`src/rtl/sweep_pkg.sv`:
```
// sweep_pkg: shared types and constants for the sweep-and-capture controller.
//   - sweep_state_e : controller state encoding (also exported on state_dbg)
//   - sample pack layout: {dac[11:0], 4'd0, adc[11:0], 4'd0}
//   - default sweep range and settle interval
package sweep_pkg;

    typedef enum logic [2:0] {
        S_IDLE    = 3'd0,
        S_SETTLE  = 3'd1,
        S_CAPTURE = 3'd2,
        S_SEND    = 3'd3,
        S_STEP    = 3'd4
    } sweep_state_e;

    localparam int SAMPLE_W = 12;
    localparam int PAD_W    = 4;
    localparam int ADC_LSB  = PAD_W;
    localparam int DAC_LSB  = ADC_LSB + SAMPLE_W + PAD_W;

    localparam int DEF_PHI_START     = 20;
    localparam int DEF_PHI_STOP      = 410;
    localparam int DEF_SETTLE_CYCLES = 300000;

    // Packs one DAC/ADC pair into a RAM word; pad nibbles are zero.
    function automatic logic [31:0] pack_sample(input logic [SAMPLE_W-1:0] dac,
                                                input logic [SAMPLE_W-1:0] adc);
        logic [31:0] w;
        w = '0;
        w[DAC_LSB +: SAMPLE_W] = dac;
        w[ADC_LSB +: SAMPLE_W] = adc;
        return w;
    endfunction

endpackage

```
`src/rtl/sweep_timer.sv`:
```
// sweep_timer: loadable down-counter with terminal-count flag.
// Shared by the settle wait and the capture frame length.
// Ports:
//   clk_50M, reset : clock, asynchronous active-high reset
//   load, load_val : load count with load_val (has priority over en)
//   en             : decrement by one, holds at zero
//   tc             : count is zero
module sweep_timer #(
    parameter int W = 8
) (
    input  logic         clk_50M,
    input  logic         reset,
    input  logic         load,
    input  logic [W-1:0] load_val,
    input  logic         en,
    output logic         tc
);

    logic [W-1:0] count;

    always_ff @(posedge clk_50M or posedge reset) begin
        if (reset) begin
            count <= '0;
        end else if (load) begin
            count <= load_val;
        end else if (en && (count != '0)) begin
            count <= count - W'(1);
        end
    end

    assign tc = (count == '0);

endmodule

```
`src/rtl/sweep_capture.sv`:
```
// sweep_capture: steps the NCO phase increment from PHI_START to PHI_STOP,
// waits SETTLE_CYCLES after each change, writes DEPTH packed {DAC, ADC}
// samples to the RAM write port, then hands the frame to the UDP sender.
//
// Optional build macro: SWEEP_AUTO_RESTART_EN -- when defined, the sweep
// restarts at PHI_START after the last frame instead of returning to IDLE.
//
// Ports:
//   clk_50M, reset          : clock, asynchronous active-high reset
//   start                   : one-cycle pulse, (re)starts a sweep (aborts any frame)
//   dac_sample, adc_sample  : 12-bit signed samples, registered into ram_wdata
//   phi_inc                 : NCO phase increment
//   ram_wren/wraddr/wdata   : RAM write port
//   send_req, send_ack      : frame handoff to UDP sender
//   busy                    : not in IDLE
//   sweep_done              : one-cycle pulse once the last frame is acknowledged
//   state_dbg               : current controller state
//
// Frame handoff: send_req rises once the last sample of a frame is written
// and stays high until send_ack is sampled high on a clock edge; the frame
// is transferred on that edge and send_req drops the next cycle. send_ack
// outside SEND has no effect, and start on the same edge overrides it.
module sweep_capture
    import sweep_pkg::*;
#(
    parameter int DEPTH         = 4096,
    parameter int ADDR_W        = 12,
    parameter int SETTLE_CYCLES = DEF_SETTLE_CYCLES,
    parameter int PHI_W         = 11,
    parameter int PHI_START     = DEF_PHI_START,
    parameter int PHI_STOP      = DEF_PHI_STOP,
    parameter int PHI_STEP      = 1
) (
    input  logic               clk_50M,
    input  logic               reset,
    input  logic               start,
    input  logic [11:0]        dac_sample,
    input  logic [11:0]        adc_sample,
    output logic [PHI_W-1:0]   phi_inc,
    output logic               ram_wren,
    output logic [ADDR_W-1:0]  ram_wraddr,
    output logic [31:0]        ram_wdata,
    output logic               send_req,
    input  logic               send_ack,
    output logic               busy,
    output logic               sweep_done,
    output sweep_state_e       state_dbg
);

    localparam int CNT_MAX = (SETTLE_CYCLES > DEPTH) ? SETTLE_CYCLES : DEPTH;
    localparam int CNT_W   = $clog2(CNT_MAX + 1);
    localparam logic [CNT_W-1:0] SETTLE_LOAD  = CNT_W'(SETTLE_CYCLES - 1);
    localparam logic [CNT_W-1:0] CAPTURE_LOAD = CNT_W'(DEPTH - 1);

    sweep_state_e     state;
    logic             timer_load;
    logic             timer_en;
    logic [CNT_W-1:0] timer_val;
    logic             timer_tc;
    logic [PHI_W:0]   phi_next;
    logic             phi_over;

    // One extra bit so the end-of-range test cannot be fooled by wrap-around.
    assign phi_next = {1'b0, phi_inc} + (PHI_W + 1)'(PHI_STEP);
    assign phi_over = phi_next > (PHI_W + 1)'(PHI_STOP);

    // The timer is loaded with N-1 on entry so that tc marks the N-th cycle
    // of the settle wait and the last write of the frame.
    always_comb begin
        timer_load = 1'b0;
        timer_en   = 1'b0;
        timer_val  = SETTLE_LOAD;
        if (start) begin
            timer_load = 1'b1;
        end else begin
            case (state)
                S_SETTLE: begin
                    if (timer_tc) begin
                        timer_load = 1'b1;
                        timer_val  = CAPTURE_LOAD;
                    end else begin
                        timer_en = 1'b1;
                    end
                end
                S_CAPTURE: timer_en   = 1'b1;
                S_STEP:    timer_load = 1'b1;
                default:   ;
            endcase
        end
    end

    sweep_timer #(.W(CNT_W)) u_timer (
        .clk_50M  (clk_50M),
        .reset    (reset),
        .load     (timer_load),
        .load_val (timer_val),
        .en       (timer_en),
        .tc       (timer_tc)
    );

    always_ff @(posedge clk_50M or posedge reset) begin
        if (reset) begin
            state      <= S_IDLE;
            phi_inc    <= PHI_W'(PHI_START);
            ram_wren   <= 1'b0;
            ram_wraddr <= '0;
            ram_wdata  <= '0;
            send_req   <= 1'b0;
            busy       <= 1'b0;
            sweep_done <= 1'b0;
        end else begin
            sweep_done <= 1'b0;
            if (start) begin
                // Start from any state (re)begins the sweep; pending frame dropped.
                state      <= S_SETTLE;
                phi_inc    <= PHI_W'(PHI_START);
                ram_wren   <= 1'b0;
                ram_wraddr <= '0;
                send_req   <= 1'b0;
                busy       <= 1'b1;
            end else begin
                case (state)
                    S_SETTLE: begin
                        if (timer_tc) begin
                            state      <= S_CAPTURE;
                            ram_wren   <= 1'b1;
                            ram_wraddr <= '0;
                            ram_wdata  <= pack_sample(dac_sample, adc_sample);
                        end
                    end
                    S_CAPTURE: begin
                        if (timer_tc) begin
                            state    <= S_SEND;
                            ram_wren <= 1'b0;
                            send_req <= 1'b1;
                        end else begin
                            ram_wraddr <= ram_wraddr + ADDR_W'(1);
                            ram_wdata  <= pack_sample(dac_sample, adc_sample);
                        end
                    end
                    S_SEND: begin
                        if (send_ack) begin
                            state    <= S_STEP;
                            send_req <= 1'b0;
                        end
                    end
                    S_STEP: begin
                        if (phi_over) begin
                            sweep_done <= 1'b1;
`ifdef SWEEP_AUTO_RESTART_EN
                            phi_inc    <= PHI_W'(PHI_START);
                            state      <= S_SETTLE;
`else
                            state      <= S_IDLE;
                            busy       <= 1'b0;
`endif
                        end else begin
                            phi_inc <= phi_next[PHI_W-1:0];
                            state   <= S_SETTLE;
                        end
                    end
                    default: ;
                endcase
            end
        end
    end

    assign state_dbg = state;

endmodule

```
`config.mk`:
```
export PLATFORM = sky130hd
export DESIGN_NAME = sweep_capture
export DESIGN_NICKNAME = d
export VERILOG_FILES = /design/src/rtl/sweep_pkg.sv /design/src/rtl/sweep_timer.sv /design/src/rtl/sweep_capture.sv
export SDC_FILE = /design/constraint.sdc
export NUM_CORES = 1
export LEC_CHECK = 0
export BUFFER_PORTS_ARGS = -buffer_cell sky130_fd_sc_hd__buf_4
export CELL_PAD_IN_SITES_DETAIL_PLACEMENT = 0
export CELL_PAD_IN_SITES_GLOBAL_PLACEMENT = 2
export CORE_UTILIZATION = 37
export CTS_CLUSTER_DIAMETER = 60
export DETAILED_ROUTE_END_ITERATION = 12
export PLACE_DENSITY_LB_ADDON = 0.1
export SYNTH_ARGS = -nofsm -noshare
export SYNTH_HDL_FRONTEND = slang
export SYNTH_SLANG_ARGS = --single-unit
```
`constraint.sdc`:
```
create_clock -name clk_50M -period 4.1 [get_ports clk_50M]
set_clock_uncertainty 0.15 [all_clocks]
set_input_delay 0.205 -clock clk_50M [delete_from_list [all_inputs] [get_ports clk_50M]]
set_output_delay 0.205 -clock clk_50M [all_outputs]
set_load 0.03 [all_outputs]
```
# --- After elaboration in Yosys (flattened, before gate mapping) ---
# Cells that the tools add are included.
op_classes:
  add_sub_neg: 3
  n_eq_ne: 11
  magnitude_cmp: 1
  bitwise: 1
  reduce_logical: 17
  mux: 40
ops:
  columns: ["operator", "count"]
  rows:
  - ["19-bit 2-to-1 mux", 5]
  - ["32-bit 2-to-1 mux", 2]
  - ["32-bit one-hot mux with 2 select lines", 1]
  - ["12-bit 2-to-1 mux", 3]
  - ["11-bit 2-to-1 mux", 3]
  - ["12-bit one-hot mux with 2 select lines", 1]
  - ["19-bit logical NOT", 1]
  - ["19-bit nonzero test", 1]
  - ["19-bit by 1-bit subtractor with 19-bit output, second input constant", 1]
  - ["1-bit 2-to-1 mux", 16]
  - ["11-bit by 1-bit adder with 12-bit output, second input constant", 1]
  - ["12-bit by 1-bit adder with 12-bit output, second input constant", 1]
  - ["12-bit by 9-bit greater-than comparator with 1-bit output, second input constant", 1]
  - ["3-bit 2-to-1 mux", 4]
  - ["3-bit != test, second input constant", 4]
  - ["3-bit one-hot mux with 4 select lines", 1]
  - ["3-bit AND reduction", 3]
  - ["1-bit one-hot mux with 2 select lines", 4]
  - ["4-bit AND reduction", 2]
  - ["2-bit nonzero test", 4]
  - ["3-bit by 2-bit equality test with 1-bit output, second input constant", 2]
  - ["2-bit != test, second input constant", 3]
  - ["3-bit nonzero test", 2]
  - ["5-bit nonzero test", 1]
  - ["other kinds (5)", 6]
word_totals:
  ff_bits: 81
  wordCells: 82
  in_bits: 28
  out_inout_bits: 62

# --- Logic depth before layout (Yosys ltp) ---
logic_depth:
  depth_word: 7
  mapped_depth: 9

# --- Hierarchy ---
# A second synthesis with hierarchy kept.
hier_totals:
  cells_unflattened: 410
  hier_area_um2: 4043.9
by_module_without_submodules:
  columns: ["module", "n_inst", "cells_each", "area_per_inst_um2"]
  rows:
  - ["sweep_capture", 1, 279, 2837.7]
  - ["sweep_timer", 1, 131, 1206.2]

# --- Worst setup path after synthesis ---
# No wires, ideal clock.
synth_timing:
  path_kind: "reg-to-reg"
  start: "reg phi_inc[1]"
  end: "reg state[0], in the netlist state_dbg[0]"
  path_stages_with_launch: 10
  slack_ps: 1401
  n_path_buf: 1
  t_arrival_ps: 2417
  setup_ps: 131
  t_required_ps: 3819
  cell_sequence: "dfrtp_1 -> inv_1 -> ha_1 -> or2_1 -> nor4b_1 -> o22ai_1 -> a22oi_2 -> buf_2 -> nor2_1 -> or3_1"
synth_via:
  elab_chain_cells: 5
synth_rtl:
  columns: ["item", "line", "text"]
  rows:
  - ["start, declared", "sweep_capture.sv:39", "output logic [PHI_W-1:0] phi_inc,"]
  - ["start signal, assigned", "sweep_capture.sv:104", "phi_inc <= PHI_W'(PHI_START);"]
  - ["start signal, assigned", "sweep_capture.sv:116", "phi_inc <= PHI_W'(PHI_START);"]
  - ["start signal, assigned", "sweep_capture.sv:158", "phi_inc <= phi_next[PHI_W-1:0];"]
  - ["11-bit by 1-bit adder with 12-bit output", "sweep_capture.sv:64", "assign phi_next = {1'b0, phi_inc} + (PHI_W + 1)'(PHI_STEP);"]
  - ["12-bit by 9-bit greater-than comparator with 1-bit output", "sweep_capture.sv:65", "assign phi_over = phi_next > (PHI_W + 1)'(PHI_STOP);"]
  - ["1-bit 2-to-1 mux", "sweep_capture.sv:148", "if (phi_over) begin"]
  - ["3-bit one-hot mux with 4 select lines", "sweep_capture.sv:122", "case (state)"]
  - ["3-bit 2-to-1 mux", "sweep_capture.sv:113", "if (start) begin"]
  - ["end signal, assigned", "sweep_capture.sv:115", "state <= S_SETTLE;"]
  - ["end signal, assigned", "sweep_capture.sv:125", "state <= S_CAPTURE;"]
  - ["end signal, assigned", "sweep_capture.sv:154", "state <= S_IDLE;"]
  - ["end, declared", "sweep_capture.sv:55", "sweep_state_e state;"]
# No other way between the ends.
# A chain may end at the register's enable or synchronous reset.

# --- Final worst setup path ---
# Same ends and word-level chain as after synthesis.

==> metrics.csv <==
metric,value,unit
status,"finished, final reports clean",
DP HPWL,6233,um
Power Dens Cells,286.8,nW/um2
layout cells sized above 1,27.22,%
via count,3173,
design area,5142,um2
"IR drop worst, VDD",0.0001307,V
Syn Area/Cell,10.36,um2
ys async rst share,100.0,%
top_reg_cell synth,dfrtp_1,
Max Slew Vio Count,0,
vias in the first global route,3096,
GRT overflow,0,
Synth area leaders,"dfrtp_1 44%, mux2_4 7.5%, nand2_1 3.3%",
first-pass GRT wire length,15630,um
most frequent cell after synthesis,dfrtp_1,
Post-CTS Setup Inserts,0,
drt drc,0,
CTS H-tree depth,3,
Leakage,2.348,nW
root buffer cell,clkbuf_8,
fillers,956,
Horiz. Die Dim,105.9,um
"antenna viol nets, final",0,
initial core utilization,38.38,%
CTS resizes,0,
port buffer count,81,
Avg WL per Cell,14.69,um
Worst Path Required,4.19,ns
Fin Setup TNS,0,ns
Critical Path AT,2.99,ns
Rel. slew slack,41.76,%
crit path max fanout,14,
register area share after synthesis,45.76,%
pre-CTS setup slack,1.191,ns
Placed Area,4664,um2
synthesized flop and latch total,73,
DR pass1 iterations,4,
"top cells by count, synth","71 x dfrtp_1, 35 x nand2_1, 35 x nor2_1, 22 x o21ai_1, 20 x mux2_4",
growth of design area from synthesis to finish,28.64,%
via/cell ratio,5.021,
most area-hungry cell type in the Yosys netlist,dfrtp_1,
crit path kind,flip-flop to flip-flop,
routability cong.,0.7648,
post-route worst setup slack,1.201,ns
Clock Pin Slew Worst Setup and Hold Paths,0.08,ns
core box area,10420,um2
final setup violation count,0,
post-layout minimum cycle time,2.899,ns
Cells after Synth,386,
gr usage total,17.70,%
Post-Synthesis Cell Area,3998,um2
area share of the largest cell type after synthesis,44.44,%
nets,524,
synth warn,0,
row count,37,
Fmax achieved,345.0,MHz
chip height,105.9,um
die area,11220,um2
initial antenna violation count,0,
Ports,90,
Worst setup SP type,flip-flop,
number of inserted diodes,0,
largest net degree at the start of global routing,46,
Fin. Hold Viols,0,
"Core Util, Final",49.37,%
final worst-path cycle share,70.70,%
CTS max path bufs,2,
Hold Path Class,input port to flip-flop,
CTS Sinks,73,
RSZ-0062 raised after global routing,false,
initial DRC count,135,
total power,1.475,mW
"Clk Latency, worst-skew pair",0.36,ns
CTS tree,built,
CTS buffer count,9,
Max Cap Viol,0,
Post-synth EDFFs,0,
CP endpoint kind,flip-flop,
Routed WL,9282,um
actual slew at the worst max-slew pin,0.8704,ns
synth unique cells,63,
==> state kept, by name (all words and copies together) (netlist names) <==
register       flops
sweep_done         1
ram_wdata         24
state_dbg          3
ram_wren           1
send_req           1
u_timer.count     19
ram_wraddr        12
busy               1
phi_inc           11
==> layer usage <==
| metal | track usage (%) | up-vias | routed length (um) | part of all wire, % |
|---|---|---|---|---|
| li1 | - | 1574 | - | - |
| met1 | 24.36 | 1519 | 4595 | 50 |
| met2 | 27.12 | 71 | 4212 | 45 |
| met3 | 4.292 | 9 | 360 | 3.9 |
| met4 | 6.250 | 0 | 113 | 1.2 |
| met5 | 0 | - | 0 | 0 |
==> worst max-delay path: stages, from the launching register on <==
cell	delay (ns)
dfrtp_1	0.47
inv_1	0.07
ha_1	0.29
or2_1	0.25
nor4b_1	0.29
o22ai_1	0.17
a22oi_2	0.55
nor2_1	0.17
or3_1	0.38
==> per-stage QoR <==
stage	hold WS [ns]	cells
2_1_floorplan	0.1867	393
3_3_place_gp	0.1882	591
3_5_place_dp	0.1803	591
4_1_cts	0.06042	632
5_1_grt	0.07692	632
6_report	0.07934	632
==> power breakdown <==
part / total, mW / switching [mW] / leakage (nW) / internal, mW
clock network: 0.651 / 0.289 / 0.113 / 0.361
logic: 0.0991 / 0.0572 / 1.29 / 0.0420
registers: 0.725 / 0.00272 / 0.943 / 0.722
==> cell type report <==
class / count / area, um2 / share of cell area (%)
multi-input combinational: 290 / 2008 / 39.05
tap: 136 / 170.2 / 3.309
sequential: 73 / 1829 / 35.57
timing repair buffer: 108 / 873.3 / 16.98
clock buffer: 10 / 137.6 / 2.676
inverter: 9 / 33.78 / 0.6569
clock inverter: 6 / 90.09 / 1.752
==> cells by family (layout without fill, tap and decap cells) <==
logic type / count (synthesis) / in the layout / synth area share [%]
AO/OA/AOI/OAI: 75 / 75 / 12.36
XOR/XNOR: 19 / 19 / 4.163
adder cells (fa/ha/maj): 5 / 5 / 1.565
buffers and inverters: 30 / 133 / 4.663
flip-flops: 73 / 73 / 45.76
multiplexers: 29 / 29 / 9.922
other: 1 / 8 / 0.09381
AND/OR/NAND/NOR: 154 / 154 / 21.47
==> placed cells by master (no fill, tap or decap), types with 10 or more instances in the layout <==
master,count
buf_4,83
dfrtp_1,71
nor2_1,35
nand2_1,35
dlygate4sd3_1,25
o21ai_1,22
mux2_4,20
a21oi_1,14
nand3_1,13
nor3_1,11
xnor2_1,10
clkbuf_8,10
==> worst paths after layout <==
path	to	slack, ns	from	depth (start not counted)
max in group asynchronous	ram_wraddr[1]	2.43	reset	4
max reg2reg	state_dbg[0]	1.20	phi_inc[1]	8
min reg2reg	busy	0.35	busy	1
min	state_dbg[2]	0.08	send_ack	4
min in group asynchronous	ram_wdata[21]	0.32	reset	3
max	state_dbg[0]	1.20	phi_inc[1]	8
==> timing repair <==
item | in CTS | in global routing
endpoints found under the hold margin | 52 | 0
endpoints found under the setup margin | 0 | 0
hold buffers | 25 | 0
(Power assumes the default switching activity.)
